<file path="src/rtl/cpu_pkg.sv">
// Shared opcode, ALU and instruction-field definitions for the 16-bit CPU decode path.
// Latency: n/a (types, constants and a pure combinational decode helper).
// Backpressure: n/a.
package cpu_pkg;

  // Opcodes, held in instruction bits [15:12]
  localparam logic [3:0] OP_NOP = 4'd0;
  localparam logic [3:0] OP_ADD = 4'd1;
  localparam logic [3:0] OP_SUB = 4'd2;
  localparam logic [3:0] OP_AND = 4'd3;
  localparam logic [3:0] OP_OR  = 4'd4;
  localparam logic [3:0] OP_LDI = 4'd5;

  // ALU function encodings, as seen on alufuncE
  typedef enum logic [1:0] {
    ALU_ADD = 2'b00,
    ALU_SUB = 2'b01,
    ALU_AND = 2'b10,
    ALU_OR  = 2'b11
  } alu_e;

  // Instruction field positions
  localparam int OP_MSB  = 15;
  localparam int OP_LSB  = 12;
  localparam int RD_MSB  = 11;
  localparam int RD_LSB  = 8;
  localparam int RS1_MSB = 7;
  localparam int RS1_LSB = 4;
  localparam int RS2_MSB = 3;
  localparam int RS2_LSB = 0;
  localparam int IMM_MSB = 7;
  localparam int IMM_LSB = 0;

  typedef struct packed {
    alu_e       alufunc;
    logic [3:0] rd;
    logic [3:0] rs1;
    logic [3:0] rs2;
    logic [7:0] imm;
    logic       uses_rs;    // reads rs1/rs2 from the register file
    logic       writes_rd;  // issues to execute and claims rd
    logic       is_imm;     // operands come from the immediate, not the register file
    logic       legal;      // opcode is defined (NOP counts as legal)
  } dec_t;

  function automatic dec_t decode(input logic [15:0] instr);
    dec_t d;
    d           = '0;
    d.alufunc   = ALU_ADD;
    d.rd        = instr[RD_MSB:RD_LSB];
    d.rs1       = instr[RS1_MSB:RS1_LSB];
    d.rs2       = instr[RS2_MSB:RS2_LSB];
    d.imm       = instr[IMM_MSB:IMM_LSB];
    d.legal     = 1'b1;
    case (instr[OP_MSB:OP_LSB])
      OP_NOP: ;
      OP_ADD: begin d.alufunc = ALU_ADD; d.uses_rs = 1'b1; d.writes_rd = 1'b1; end
      OP_SUB: begin d.alufunc = ALU_SUB; d.uses_rs = 1'b1; d.writes_rd = 1'b1; end
      OP_AND: begin d.alufunc = ALU_AND; d.uses_rs = 1'b1; d.writes_rd = 1'b1; end
      OP_OR:  begin d.alufunc = ALU_OR;  d.uses_rs = 1'b1; d.writes_rd = 1'b1; end
      OP_LDI: begin d.alufunc = ALU_ADD; d.is_imm  = 1'b1; d.writes_rd = 1'b1; end
      default: d.legal = 1'b0;
    endcase
    return d;
  endfunction

endpackage

</file>
<file path="src/rtl/reg_file.sv">
// Register file: 2 async read ports, 1 write port, R0 reads zero, write-through bypass.
// Latency: reads combinational; writes land at the next rising edge (visible same cycle via bypass).
// Backpressure: none, always accepts writes.
// Ports: i_clk, i_rst_n (async active-low), i_we/i_waddr/i_wdata write port,
//        i_raddr1/o_rdata1 and i_raddr2/o_rdata2 read ports.
module reg_file
  import cpu_pkg::*;
#(
  parameter int NREG = 16,
  parameter int DW   = 16,
  parameter int AW   = $clog2(NREG)
) (
  input  logic          i_clk,
  input  logic          i_rst_n,
  input  logic          i_we,
  input  logic [AW-1:0] i_waddr,
  input  logic [DW-1:0] i_wdata,
  input  logic [AW-1:0] i_raddr1,
  output logic [DW-1:0] o_rdata1,
  input  logic [AW-1:0] i_raddr2,
  output logic [DW-1:0] o_rdata2
);

  logic [DW-1:0] r_mem [NREG];

  always_ff @(posedge i_clk or negedge i_rst_n) begin
    if (!i_rst_n) begin
      for (int i = 0; i < NREG; i++) r_mem[i] <= '0;
    end else if (i_we && (i_waddr != '0)) begin
      r_mem[i_waddr] <= i_wdata;
    end
  end

  // R0 is forced to zero on read; a same-cycle write to the read address is forwarded.
  function automatic logic [DW-1:0] rd_port(input logic [AW-1:0] a);
    if (a == '0)                   return '0;
    else if (i_we && i_waddr == a) return i_wdata;
    else                           return r_mem[a];
  endfunction

  always_comb begin
    o_rdata1 = rd_port(i_raddr1);
    o_rdata2 = rd_port(i_raddr2);
  end

endmodule

</file>
<file path="src/rtl/decode_stage.sv">
// Decode stage: decodes one instruction per cycle, reads operands, tracks RAW hazards, launches D/E register.
// Latency: 1 cycle from accept to E outputs.
// Backpressure: instr_readyD drops on stallE or an unresolved RAW hazard; flushD always consumes.
// Ports: clk, reset_n (async active-low); fetch side instrD/instr_validD/instr_readyD/flushD;
//        stallE from execute; writeback wb_en/wb_add/wb_data;
//        E side alufuncE/srcdataE1/srcdataE2/destaddE/validE/illegalE.
module decode_stage
  import cpu_pkg::*;
#(
  parameter int NREG = 16,
  parameter int DW   = 16
) (
  input  logic          clk,
  input  logic          reset_n,
  input  logic [DW-1:0] instrD,
  input  logic          instr_validD,
  output logic          instr_readyD,
  input  logic          flushD,
  input  logic          stallE,
  input  logic          wb_en,
  input  logic [3:0]    wb_add,
  input  logic [DW-1:0] wb_data,
  output logic [1:0]    alufuncE,
  output logic [DW-1:0] srcdataE1,
  output logic [DW-1:0] srcdataE2,
  output logic [3:0]    destaddE,
  output logic          validE,
  output logic          illegalE
);

  dec_t            w_dec;
  logic [DW-1:0]   w_rd1;
  logic [DW-1:0]   w_rd2;
  logic [DW-1:0]   w_src1;
  logic [DW-1:0]   w_src2;
  logic [NREG-1:0] w_clr;
  logic [NREG-1:0] w_set;
  logic [NREG-1:0] w_pend_eff;
  logic [NREG-1:0] w_pend_nxt;
  logic            w_hazard;
  logic            w_take;
  logic            w_issue;
  logic            w_illegal;

  logic [NREG-1:0] r_pend;
  logic [1:0]      r_alufunc;
  logic [DW-1:0]   r_src1;
  logic [DW-1:0]   r_src2;
  logic [3:0]      r_dest;
  logic            r_valid;
  logic            r_illegal;

  reg_file #(.NREG(NREG), .DW(DW), .AW(4)) u_rf (
    .i_clk    (clk),
    .i_rst_n  (reset_n),
    .i_we     (wb_en),
    .i_waddr  (wb_add),
    .i_wdata  (wb_data),
    .i_raddr1 (w_dec.rs1),
    .o_rdata1 (w_rd1),
    .i_raddr2 (w_dec.rs2),
    .o_rdata2 (w_rd2)
  );

  always_comb begin
    w_dec = decode(instrD[15:0]);

    w_clr = '0;
    if (wb_en) w_clr[wb_add] = 1'b1;

    // A writeback arriving this cycle resolves the hazard; the bypass supplies its data.
    w_pend_eff = r_pend & ~w_clr;
    w_hazard   = w_dec.uses_rs &
                 (((w_dec.rs1 != 4'd0) & w_pend_eff[w_dec.rs1]) |
                  ((w_dec.rs2 != 4'd0) & w_pend_eff[w_dec.rs2]));

    // Flush consumes regardless of stall/hazard so fetch drops the instruction.
    instr_readyD = instr_validD & (flushD | (~stallE & ~w_hazard));
    w_take       = instr_validD & ~flushD & ~stallE & ~w_hazard;
    w_issue      = w_take & w_dec.writes_rd;
    w_illegal    = w_take & ~w_dec.legal;

    w_set = '0;
    if (w_issue) w_set[w_dec.rd] = 1'b1;
    // Set after clear so a same-cycle set wins; R0 never tracked.
    w_pend_nxt    = (r_pend & ~w_clr) | w_set;
    w_pend_nxt[0] = 1'b0;

    w_src1 = w_dec.is_imm ? '0 : w_rd1;
    w_src2 = w_dec.is_imm ? {{(DW-8){1'b0}}, w_dec.imm} : w_rd2;
  end

  always_ff @(posedge clk or negedge reset_n) begin
    if (!reset_n) begin
      r_pend    <= '0;
      r_alufunc <= '0;
      r_src1    <= '0;
      r_src2    <= '0;
      r_dest    <= '0;
      r_valid   <= 1'b0;
      r_illegal <= 1'b0;
    end else begin
      r_pend <= w_pend_nxt;
      if (stallE) begin
        r_illegal <= 1'b0;
      end else begin
        r_illegal <= w_illegal;
        if (w_issue) begin
          r_alufunc <= w_dec.alufunc;
          r_src1    <= w_src1;
          r_src2    <= w_src2;
          r_dest    <= w_dec.rd;
          r_valid   <= 1'b1;
        end else begin
          r_alufunc <= '0;
          r_src1    <= '0;
          r_src2    <= '0;
          r_dest    <= '0;
          r_valid   <= 1'b0;
        end
      end
    end
  end

  assign alufuncE  = r_alufunc;
  assign srcdataE1 = r_src1;
  assign srcdataE2 = r_src2;
  assign destaddE  = r_dest;
  assign validE    = r_valid;
  assign illegalE  = r_illegal;

endmodule

</file>
<file path="config.mk">
export PLATFORM = sky130hd
export DESIGN_NAME = decode_stage
export DESIGN_NICKNAME = d
export VERILOG_FILES = /design/src/rtl/cpu_pkg.sv /design/src/rtl/reg_file.sv /design/src/rtl/decode_stage.sv
export SDC_FILE = /design/constraint.sdc
export NUM_CORES = 1
export LEC_CHECK = 0
export BUFFER_PORTS_ARGS = -buffer_cell sky130_fd_sc_hd__clkbuf_2
export CELL_PAD_IN_SITES_DETAIL_PLACEMENT = 0
export CELL_PAD_IN_SITES_GLOBAL_PLACEMENT = 1
export CORE_ASPECT_RATIO = 1.1
export CORE_MARGIN = 8
export CORE_UTILIZATION = 55
export CTS_CLUSTER_SIZE = 8
export DETAILED_ROUTE_END_ITERATION = 6
export GPL_ROUTABILITY_DRIVEN = 0
export HOLD_SLACK_MARGIN = 0.05
export PLACE_DENSITY = 0.83
export SLEW_MARGIN = 20
export SYNTH_ARGS = -nofsm -noshare
export SYNTH_HDL_FRONTEND = slang
export SYNTH_HIERARCHICAL = 1
export SYNTH_SLANG_ARGS = --single-unit
</file>
<file path="constraint.sdc">
create_clock -name clk -period 5.7 [get_ports clk]
set_clock_uncertainty 0.05 [all_clocks]
set_input_delay 0.57 -clock clk [delete_from_list [all_inputs] [get_ports clk]]
set_output_delay 0.57 -clock clk [all_outputs]
set_load 0.03 [all_outputs]
</file>
# [Word level (Yosys, flattened, before mapping)]
# Cells that the tools add are included.
[word_totals] in_bits=42 wordCells=113 out_inout_bits=41 reg_bits=311
[op_classes] bitwise=22 mux=36 magnitude_cmp=10 n_reduce_logical=15 eq_ne=7
[op_table] cell="$bwmux W256" count=1
[op_table] cell="$mux W16" count=15
[op_table] cell="$bmux W16 S4" count=2
[op_table] cell="$demux W16 S4" count=1
[op_table] cell="$lt A4 B5 Y1 const B" count=4
[op_table] cell="$and A16 B16 Y16" count=1
[op_table] cell="$not A16 Y16" count=1
[op_table] cell="$or A16 B16 Y16" count=1
[op_table] cell="$ge A5 B5 Y1 const B" count=3
[op_table] cell="$not A4 Y5" count=3
[op_table] cell="$logic_not A4 Y1" count=3
[op_table] cell="$reduce_bool A4 Y1" count=3
[op_table] cell="$and A1 B1 Y1" count=10
[op_table] cell="$mux W1" count=10
[op_table] cell="$bmux W1 S4" count=2
[op_table] cell="$demux W1 S4" count=2
[op_table] cell="$eq A4 B2 Y1 const B" count=2
[op_table] cell="$eq A4 B3 Y1 const B" count=2
[op_table] cell="$eq A4 B4 Y1" count=2
[op_table] cell="$ge A4 B1 Y1 const B" count=2
[op_table] cell="$logic_and A1 B1 Y1" count=6
[op_table] cell="$pmux W2 S3" count=1
[op_table] cell="$reduce_or A6 Y1" count=1
[op_table] cell="$lt A5 B1 Y1 const B" count=1
[op_table] cell="other kinds (7)" count=11

# [Logic depth before layout (Yosys ltp)]
# Gate-level depths: netlist of the first run.
[depth] word_depth=17 depth_mapped=10 depth_no_buf=7

# [Hierarchy]
# Netlist of the first run, hierarchy kept.
[by_module_without_submodules] module="reg_file" cells_per_inst=1048 area_each_um2=14051.0 instances=1 seq_area_each_um2=6406.1
[by_module_without_submodules] module="decode_stage" cells_per_inst=286 area_each_um2=2914.0 instances=1 seq_area_each_um2=1376.3

# [Least setup slack after synthesis of the first run]
# OpenSTA, ideal clock, no wires.
[synth_timing] path_type="input to output" from="input wb_add[2]" to="output instr_readyD" t_arrival_ns=2.393 path_stages=7 required_ns=5.080 n_path_buf=0 slack_ns=2.687 path_cell_list="or3b_1 -> o21a_1 -> a21o_1 -> a21o_1 -> a32oi_1 -> o21ai_1 -> a21oi_1"
[synth_via] elab_chain_cells=16 word_cells_on_any_way=20 cone_classes="2 x order compare; 7 x mux; 10 x bitwise; 1 x reduce/logical"
[synth_rtl] element="start, declared" line="decode_stage.sv:21" text="input logic [3:0] wb_add,"
[synth_rtl] element="$lt A4 B5 Y1 (not written as such) / $ge A4 B1 Y1 (equally long branches)" line="decode_stage.sv:69" text="if (wb_en) w_clr[wb_add] = 1'b1;"
[synth_rtl] element="$logic_and A1 B1 Y1 (not written as such)" line="decode_stage.sv:69"
[synth_rtl] element="$mux W1 (not written as such)" line="decode_stage.sv:69"
[synth_rtl] element="$demux W1 S4 (*)" line="decode_stage.sv:69"
[synth_rtl] element="$mux W16 (*)" line="decode_stage.sv:69"
[synth_rtl] element="$not A16 Y16 (*)" line="decode_stage.sv:72" text="w_pend_eff = r_pend & ~w_clr;"
[synth_rtl] element="$and A16 B16 Y16 (*)" line="decode_stage.sv:72"
[synth_rtl] element="$bmux W1 S4, on equally long branches" line="decode_stage.sv:74, decode_stage.sv:75"
[synth_rtl] element="$mux W1, on equally long branches" line="decode_stage.sv:74, decode_stage.sv:75"
[synth_rtl] element="$and A1 B1 Y1, on equally long branches" line="decode_stage.sv:74, decode_stage.sv:75"
[synth_rtl] element="$or A1 B1 Y1 (*)" line="decode_stage.sv:74" text="(((w_dec.rs1 != 4'd0) & w_pend_eff[w_dec.rs1]) |"
[synth_rtl] element="$and A1 B1 Y1 (*)" line="decode_stage.sv:73" text="w_hazard = w_dec.uses_rs &"
[synth_rtl] element="$not A1 Y1 (*)" line="decode_stage.sv:78" text="instr_readyD = instr_validD & (flushD | (~stallE & ~w_hazard));"
[synth_rtl] element="$and A1 B1 Y1 (*)" line="decode_stage.sv:78"
[synth_rtl] element="$or A1 B1 Y1 (*)" line="decode_stage.sv:78"
[synth_rtl] element="$and A1 B1 Y1 (*)" line="decode_stage.sv:78"
[synth_rtl] element="end, declared" line="decode_stage.sv:17" text="output logic instr_readyD,"
# Mark *: on every way between the ends. The rest lies on a longest branch, timed or not. The select of a mux whose other input is x is not followed.

# [Worst setup path in the final report of the first run]
[layout_timing] from="input instrD[2]" to="output instr_readyD"
[layout_via] elab_chain_cells=9 word_cells_on_any_way=10 cone_classes="2 x mux; 7 x bitwise; 1 x reduce/logical"
[layout_rtl] element="start, declared" line="decode_stage.sv:15" text="input logic [DW-1:0] instrD,"
[layout_rtl] element="$bmux W1 S4" line="decode_stage.sv:75" text="((w_dec.rs2 != 4'd0) & w_pend_eff[w_dec.rs2]));"
[layout_rtl] element="$mux W1 (not written as such)" line="decode_stage.sv:75"
[layout_rtl] element="$and A1 B1 Y1 (*)" line="decode_stage.sv:75"
[layout_rtl] element="$or A1 B1 Y1 (*)" line="decode_stage.sv:74"
[layout_rtl] element="$and A1 B1 Y1 (*)" line="decode_stage.sv:73"
[layout_rtl] element="$not A1 Y1 (*)" line="decode_stage.sv:78"
[layout_rtl] element="$and A1 B1 Y1 (*)" line="decode_stage.sv:78"
[layout_rtl] element="$or A1 B1 Y1 (*)" line="decode_stage.sv:78"
[layout_rtl] element="$and A1 B1 Y1 (*)" line="decode_stage.sv:78"
# Marked as above.

==> results.json, run 1 <==
{
  "power_density_nw_per_um2": 350,
  "synth-compound-area-share_pct": 11.6,
  "maxSlewViolCount": 0,
  "drt_iter0_markers": 1327,
  "num_vias": 12100,
  "start_kind": "input pin",
  "fill_cells": 2399,
  "gr-usage-all-layers_pct": 26.8,
  "slew_headroom_pct": 27.8,
  "setup_ws_ns": 2.08,
  "hold_violations": 0,
  "synth_xor_area_share_pct": 0.568,
  "die_x_um": 183,
  "die_area_um2": 36700,
  "power.leakage_nw": 8.21,
  "port_buffers": 82,
  "swShare_pct": 28.0,
  "synth.avg_cell_area_um2": 12.7,
  "synthAdderAreaFrac_pct": 0,
  "syn_area_um2": 17000,
  "fmax_ghz": 0.276,
  "path_clk_slew_ns": 0.05,
  "postRouteAntennaNets": 0,
  "synth-edff-count": 0,
  "synth.mux.area_fraction_pct": 32.9,
  "synth_area_leaders": "dfrtp_1 (46%), mux2_2 (16%), mux4_2 (8.5%)",
  "ys_ff_latch": 311,
  "avgRoutedWirePerCell_um": 28.2,
  "min_period_ns": 3.62,
  "crit_type": "input pin to output pin",
  "synthArstFlopShare_pct": 100,
  "cts_setup_buffers": 0,
  "antenna_found_initial": 0,
  "synth_cell_types": 54,
  "drt_first_pass_iters": 5,
  "worstPathRequired_ns": 5.08,
  "cp_max_fo": 25,
  "internal_power_w": 0.00469,
  "finalCritPeriodShare_pct": 63.6,
  "core_area_um2": 30400,
  "p_clk_share_pct": 35.1,
  "synth_seq_area_share_pct": 45.9,
  "seqPwrFrac_pct": 45.0,
  "cts_tree": "yes",
  "synthCells": 1334,
  "cts_buffers": 44,
  "min_from": "instrD[10]",
  "outcome": "complete, no violations",
  "ir_drop_mv": 0.270,
  "rows": 67,
  "rr_startpoint": "r_pend[7]",
  "grt_pass1_vias": 12300,
  "post-place-ws_ns": 2.15,
  "worst-endpoint-arrival_ns": 3.00,
  "drive_gt1_share_pct": 35.7,
  "dpl.hpwl_um": 30700,
  "netSwitchingPower_w": 0.00182,
  "synthDominantCellAreaShare_pct": 45.9,
  "maxCapViolCount": 0,
  "grt_overflow": 0,
  "clock_tree.buffer_depth": 3,
  "ios": 83,
  "drc": 0,
  "min_path_type": "input pin to flip-flop",
  "synth_fp_nets": 1376,
  "chipHeight_um": 200,
  "rsz0062_at_grt": "no",
  "area_delta_synth_final_pct": 9.76,
  "tightest_slew_ns": 1.08,
  "synth_top_family_by_area": "multiplexers",
  "root_buffer": "clkbuf_16",
  "synth_top_area_cell": "dfrtp_1",
  "clk_latency_ns": 0.55,
  "initial_core_util_pct": 55.8,
  "routed_wl_um": 49900,
  "yosysWarnings": 6,
  "end_kind": "output pin",
  "setup_viol": 0,
  "nNetsFinal": 1394,
  "routed_via_density": 6.87,
  "pwr-share-comb_pct": 19.9,
  "ys.flop_type": "dfrtp_1",
  "grt_max_degree": 135,
  "htreeDepth": 2,
  "crit_path_start": "instrD[2]",
  "grt_pass1_wl_um": 76300,
  "r2r_setup_slack_ns": 3.23,
  "num_antenna_cells": 0,
  "synth_simple_gate_area_share_pct": 4.45,
  "cts_sinks": 311,
  "setup_tns_ns": 0
}
[Yosys cell counts, types with 10 or more instances]
master and number:
a211oi_1 33, a21o_1 16, a21oi_1 10, a22o_1 31
a31oi_1 34, buf_2 45, buf_4 16, buf_6 14
clkbuf_1 60, dfrtp_1 311, mux2_2 240, mux2i_1 140
mux4_2 64, nand2_1 34, nand2b_1 11, nand3_1 34
nor2_1 19, o22ai_1 64, o31ai_1 42, xnor2_1 10
[cells by family after synthesis]
| kind of cell | count (synthesis) |
|---|---|
| xor gates and xnor gates | 11 |
| and+or+nand+nor | 143 |
| AOI/OAI and AO/OA | 275 |
| buffers and inverters | 147 |
| DFF | 311 |
| muxes | 447 |
[final cells by class]
| cell class | instances | area [um^2] | share of cell area (%) |
|---|---|---|---|
| multi-input cells | 876 | 8430 | 45.3 |
| flip-flops and latches | 311 | 7780 | 41.8 |
| clock buffers | 45 | 1100 | 5.93 |
| repair buffers | 114 | 718 | 3.86 |
| well taps | 414 | 518 | 2.78 |
| clock inverters | 3 | 45.0 | 0.242 |
| inverters | 5 | 18.8 | 0.101 |
[through the flow]
| step | hold slack [ns] | power (W) | cells | cell area (um^2) | utilization [%] |
|---|---|---|---|---|---|
| floorplan | 0.224 | 0.00384 | 1334 | 17000 | - |
| global placement | 0.335 | 0.00417 | 1717 | 17400 | 57.2 |
| detailed placement | 0.338 | 0.00423 | 1717 | 17400 | 57.2 |
| CTS | 0.271 | 0.00653 | 1766 | 18600 | 61.0 |
| global route | 0.297 | 0.00677 | 1768 | 18600 | 61.2 |
| finish | 0.283 | 0.00651 | 1768 | 18600 | 61.2 |
[critical path: stages]
cell      delay (ns)
clkbuf_2        0.57
buf_4           0.51
nor2_1          0.08
o211ai_1        0.12
o311a_1         0.19
a32oi_1         0.12
o21ai_1         0.46
a21oi_1         0.15
clkbuf_2        0.22
[cell usage in the layout, fill, tap and decap left out, types with 33 or more instances in the layout]
cell type	count
o31ai_1	42
dfrtp_1	311
mux4_2	64
clkbuf_16	44
clkbuf_2	77
a211oi_1	33
nand3_1	34
o22ai_1	64
mux2_2	240
a31oi_1	34
mux2i_1	140
nand2_1	34
[power by group through the flow]
stage / Combinational (W) / Clock (W) / Sequential (W)
3_3_place_gp: 0.00125 / 0 / 0.00292
6_report: 0.00130 / 0.00229 / 0.00293
5_1_grt: 0.00138 / 0.00241 / 0.00298
3_5_place_dp: 0.00128 / 0 / 0.00295
4_1_cts: 0.00129 / 0.00232 / 0.00292
2_1_floorplan: 0.000977 / 0 / 0.00286
[per-layer routing]
metal	vias up	track usage, %	part of all wire [%]
met5	-	1.10	0.11
met2	565	40.8	46
li1	5135	-	-
met1	6318	36.5	41
met4	2	10.8	3.9
met3	118	6.25	8.3
[what timing repair did]
action	CTS	global route
resized for setup	0	0
hold buffers	1	0
endpoints found under the hold margin	12	0
[sequential cells by signal (all words and copies together) (netlist names)]
| register | flops |
|---|---|
| alufuncE | 2 |
| destaddE | 4 |
| illegalE | 1 |
| r_pend | 15 |
| srcdataE1 | 16 |
| srcdataE2 | 16 |
| u_rf/r_mem | 256 |
| validE | 1 |
[final timing paths]
check | endpoint | cells after the start
hold reg to reg | u_rf/r_mem[245] | 0
max in group asynchronous | u_rf/r_mem[170] | 3
setup reg to reg | srcdataE2[8] | 7
hold / removal | destaddE[2] | 2
min in group asynchronous | destaddE[3] | 2
setup / recovery | instr_readyD | 9
Note: power is estimated with default switching activity, not from simulation.
==> run 2, diff against run 1 <==
- ABC_AREA: not set -> 1
- CORE_UTILIZATION: 55 -> 45
- PLACE_DENSITY: 0.83 -> 0.79
- clock period: 5.7 -> 3.39 ns (I/O delays scaled with it)
==> results.json, run 2 <==
{
  "power.leakage_nw": 10.7,
  "grt_max_degree": 129,
  "core_area_um2": 41000,
  "synth_top_area_cell": "dfrtp_1",
  "drc": 0,
  "ir_drop_mv": 0.384,
  "maxCapViolCount": 0,
  "root_buffer": "clkbuf_16",
  "cts_buffers": 45,
  "max_stage_delay_ns": 0.40,
  "start_kind": "input pin",
  "maxSlewViolCount": 0,
  "avgRoutedWirePerCell_um": 19.5,
  "setup_tns_ns": 0,
  "end_kind": "output pin",
  "cp_common_cell": "nand2_1",
  "htreeDepth": 2,
  "drt_first_pass_iters": 6,
  "cts_tree": "yes",
  "synth_xor_area_share_pct": 0.0945,
  "dpl.hpwl_um": 40100,
  "largest_register": "u_rf/r_mem",
  "setup_viol": 0,
  "final_common_cell": "nand2_1",
  "num_vias": 18300,
  "synth_top_family_by_area": "simple AND/OR/NAND/NOR gates",
  "min_period_ns": 2.61,
  "synthArstFlopShare_pct": 100,
  "worst-endpoint-arrival_ns": 2.22,
  "clk_latency_ns": 0.58,
  "synth_area_leaders": "dfrtp_1 (42%), nand2_1 (21%), nand3_1 (11%)",
  "routed_wl_um": 64800,
  "worst_path_max_delay_cell": "clkbuf_2",
  "path_clk_slew_ns": 0.05,
  "yosysWarnings": 6,
  "num_antenna_cells": 0,
  "synth_simple_gate_area_share_pct": 39.1,
  "port_buffers": 82,
  "worstPathRequired_ns": 3.00,
  "crit_type": "input pin to output pin",
  "synth.avg_cell_area_um2": 6.56,
  "rsz0062_at_grt": "no",
  "post-place-ws_ns": 0.823,
  "synth_seq_area_share_pct": 42.0,
  "grt_overflow": 0,
  "drive_gt1_share_pct": 7.76,
  "synth_fp_nets": 2870,
  "cp_max_fo": 24,
  "postRouteAntennaNets": 0,
  "outcome": "complete, no violations",
  "largest_reg_flops": 256,
  "die_area_um2": 48000,
  "setup_ws_ns": 0.781,
  "place_area_um2": 19100,
  "area_delta_synth_final_pct": 10.0,
  "synth_cell_types": 24,
  "power_density_nw_per_um2": 552,
  "ys.flop_type": "dfrtp_1",
  "postLayoutCellArea_um2": 20400,
  "fill_cells": 4203,
  "antenna_found_initial": 0,
  "rows": 78,
  "ios": 83,
  "synth-edff-count": 0,
  "chipHeight_um": 229,
  "drt_iter0_markers": 1965,
  "ys_ff_latch": 311,
  "min_path_type": "input pin to flip-flop",
  "fmax_ghz": 0.383,
  "cts_resized": 0,
  "routed_via_density": 5.51,
  "synth-compound-area-share_pct": 7.79,
  "synthDominantCellAreaShare_pct": 42.0,
  "slew_headroom_pct": 36.0,
  "syn_area_um2": 18500,
  "initial_core_util_pct": 45.2,
  "die_x_um": 210,
  "synthAdderAreaFrac_pct": 0,
  "tightest_slew_ns": 0.960,
  "grt_pass1_vias": 17600,
  "hold_violations": 0,
  "yosysMostFrequentCell": "nand2_1",
  "yosys-top-cells-count": "nand2_1 (1028), nand3_1 (389), dfrtp_1 (311), inv_1 (251), nor2_1 (243)",
  "synthCells": 2828,
  "grt_pass1_wl_um": 102000,
  "cts_sinks": 311,
  "clock_tree.buffer_depth": 3,
  "path_cells": "clkbuf_2, nand2_1, nor2_2, nand2_1, nand2_1, nand2_1, nand2_1, nor2_1, nand2_1, nand3_1, nand2_1, nand2_1, nand2_2, nand2_1, a21oi_1, clkbuf_2",
  "synth.mux.area_fraction_pct": 0,
  "gr-usage-all-layers_pct": 26.7,
  "layout_common_cells": "nand2_1 (1028), nand3_1 (389), dfrtp_1 (311), inv_1 (249), nor2_1 (243)",
  "nNetsFinal": 2846,
  "finalCritPeriodShare_pct": 77.0
}
## run 2: changes by cell type in the layout (fill, tap and decap cells not counted), moves of 42 or more
cell     previous run  this run
nand2_1            34      1028
nand3_1            34       389
inv_1               5       249
mux2_2            240         0
nor2_1             15       243
o21ai_0             6       219
mux2i_1           140         0
mux4_2             64         0
o22ai_1            64         0
nand4_1             0        55
a21oi_1            10        54
o31ai_1            42         0
## run 2: cell type report
type,count,area [um^2],area share [%]
inverters,278,1050,5.14
clock buffers,47,1140,5.61
clock inverters,4,50.0,0.245
well taps,520,651,3.19
flip-flops and latches,311,7780,38.1
multi-input cells,2028,8710,42.7
repair buffers,140,1020,4.99
## run 2: timing repair
item | in CTS | in global routing
hold buffers | 8 | 0
setup buffers | 0 | 0
hold endpoints to repair | 86 | 0
## run 2: power by group
part	leakage, nW	total [W]	switching (W)	internal (W)
clock	0.585	0.00401	0.00165	0.00236
combinational	6.25	0.00254	0.00172	0.000826
sequential	3.91	0.00470	0.000325	0.00438
total	10.7	0.0113	0.00369	0.00757
## run 2: through the flow
stage | power [W] | hold slack, ns | instances | util, %
6_report | 0.0113 | 0.0858 | 3328 | 49.8
5_1_grt | 0.0119 | 0.120 | 3328 | 49.8
4_1_cts | 0.0113 | 0.0619 | 3328 | 49.8
3_5_place_dp | 0.00725 | 0.316 | 3269 | 46.7
3_3_place_gp | 0.00719 | 0.315 | 3269 | 46.7
2_1_floorplan | 0.00649 | -0.00659 | 2828 | -
## run 2: kinds of logic (layout without fill, tap and decap cells)
logic type | count (synthesis) | in the layout
AO/OA/AOI/OAI | 288 | 288
buffers and inverters | 489 | 469
XOR/XNOR | 2 | 2
flip-flops | 311 | 311
AND/OR/NAND/NOR | 1738 | 1738
## run 2: per-layer routing
metal	up-vias	wire length (um)	global-route usage [%]
li1	8797	-	-
met1	8608	28700	36.9
met2	805	29100	42.1
met3	120	5460	4.47
met4	0	1640	9.14
met5	-	0	0
## run 2: final timing paths
kind,startpoint,endpoint,slack [ns],cells after the start
min,wb_data[13],u_rf/r_mem[29],0.09,3
max,wb_en,instr_readyD,0.78,16
max reg2reg,r_pend[15],r_pend[6],1.42,13
max in group asynchronous,reset_n,u_rf/r_mem[96],1.97,3
min reg2reg,u_rf/r_mem[241],u_rf/r_mem[241],0.32,0
min in group asynchronous,reset_n,u_rf/r_mem[73],0.33,2
## run 2: critical path: cells and delay by family
kind | cells | cell delay (ns)
buffers and inverters | 2 | 0.63
and+or+nand+nor | 13 | 1.09
AOI/OAI and AO/OA | 1 | 0.14
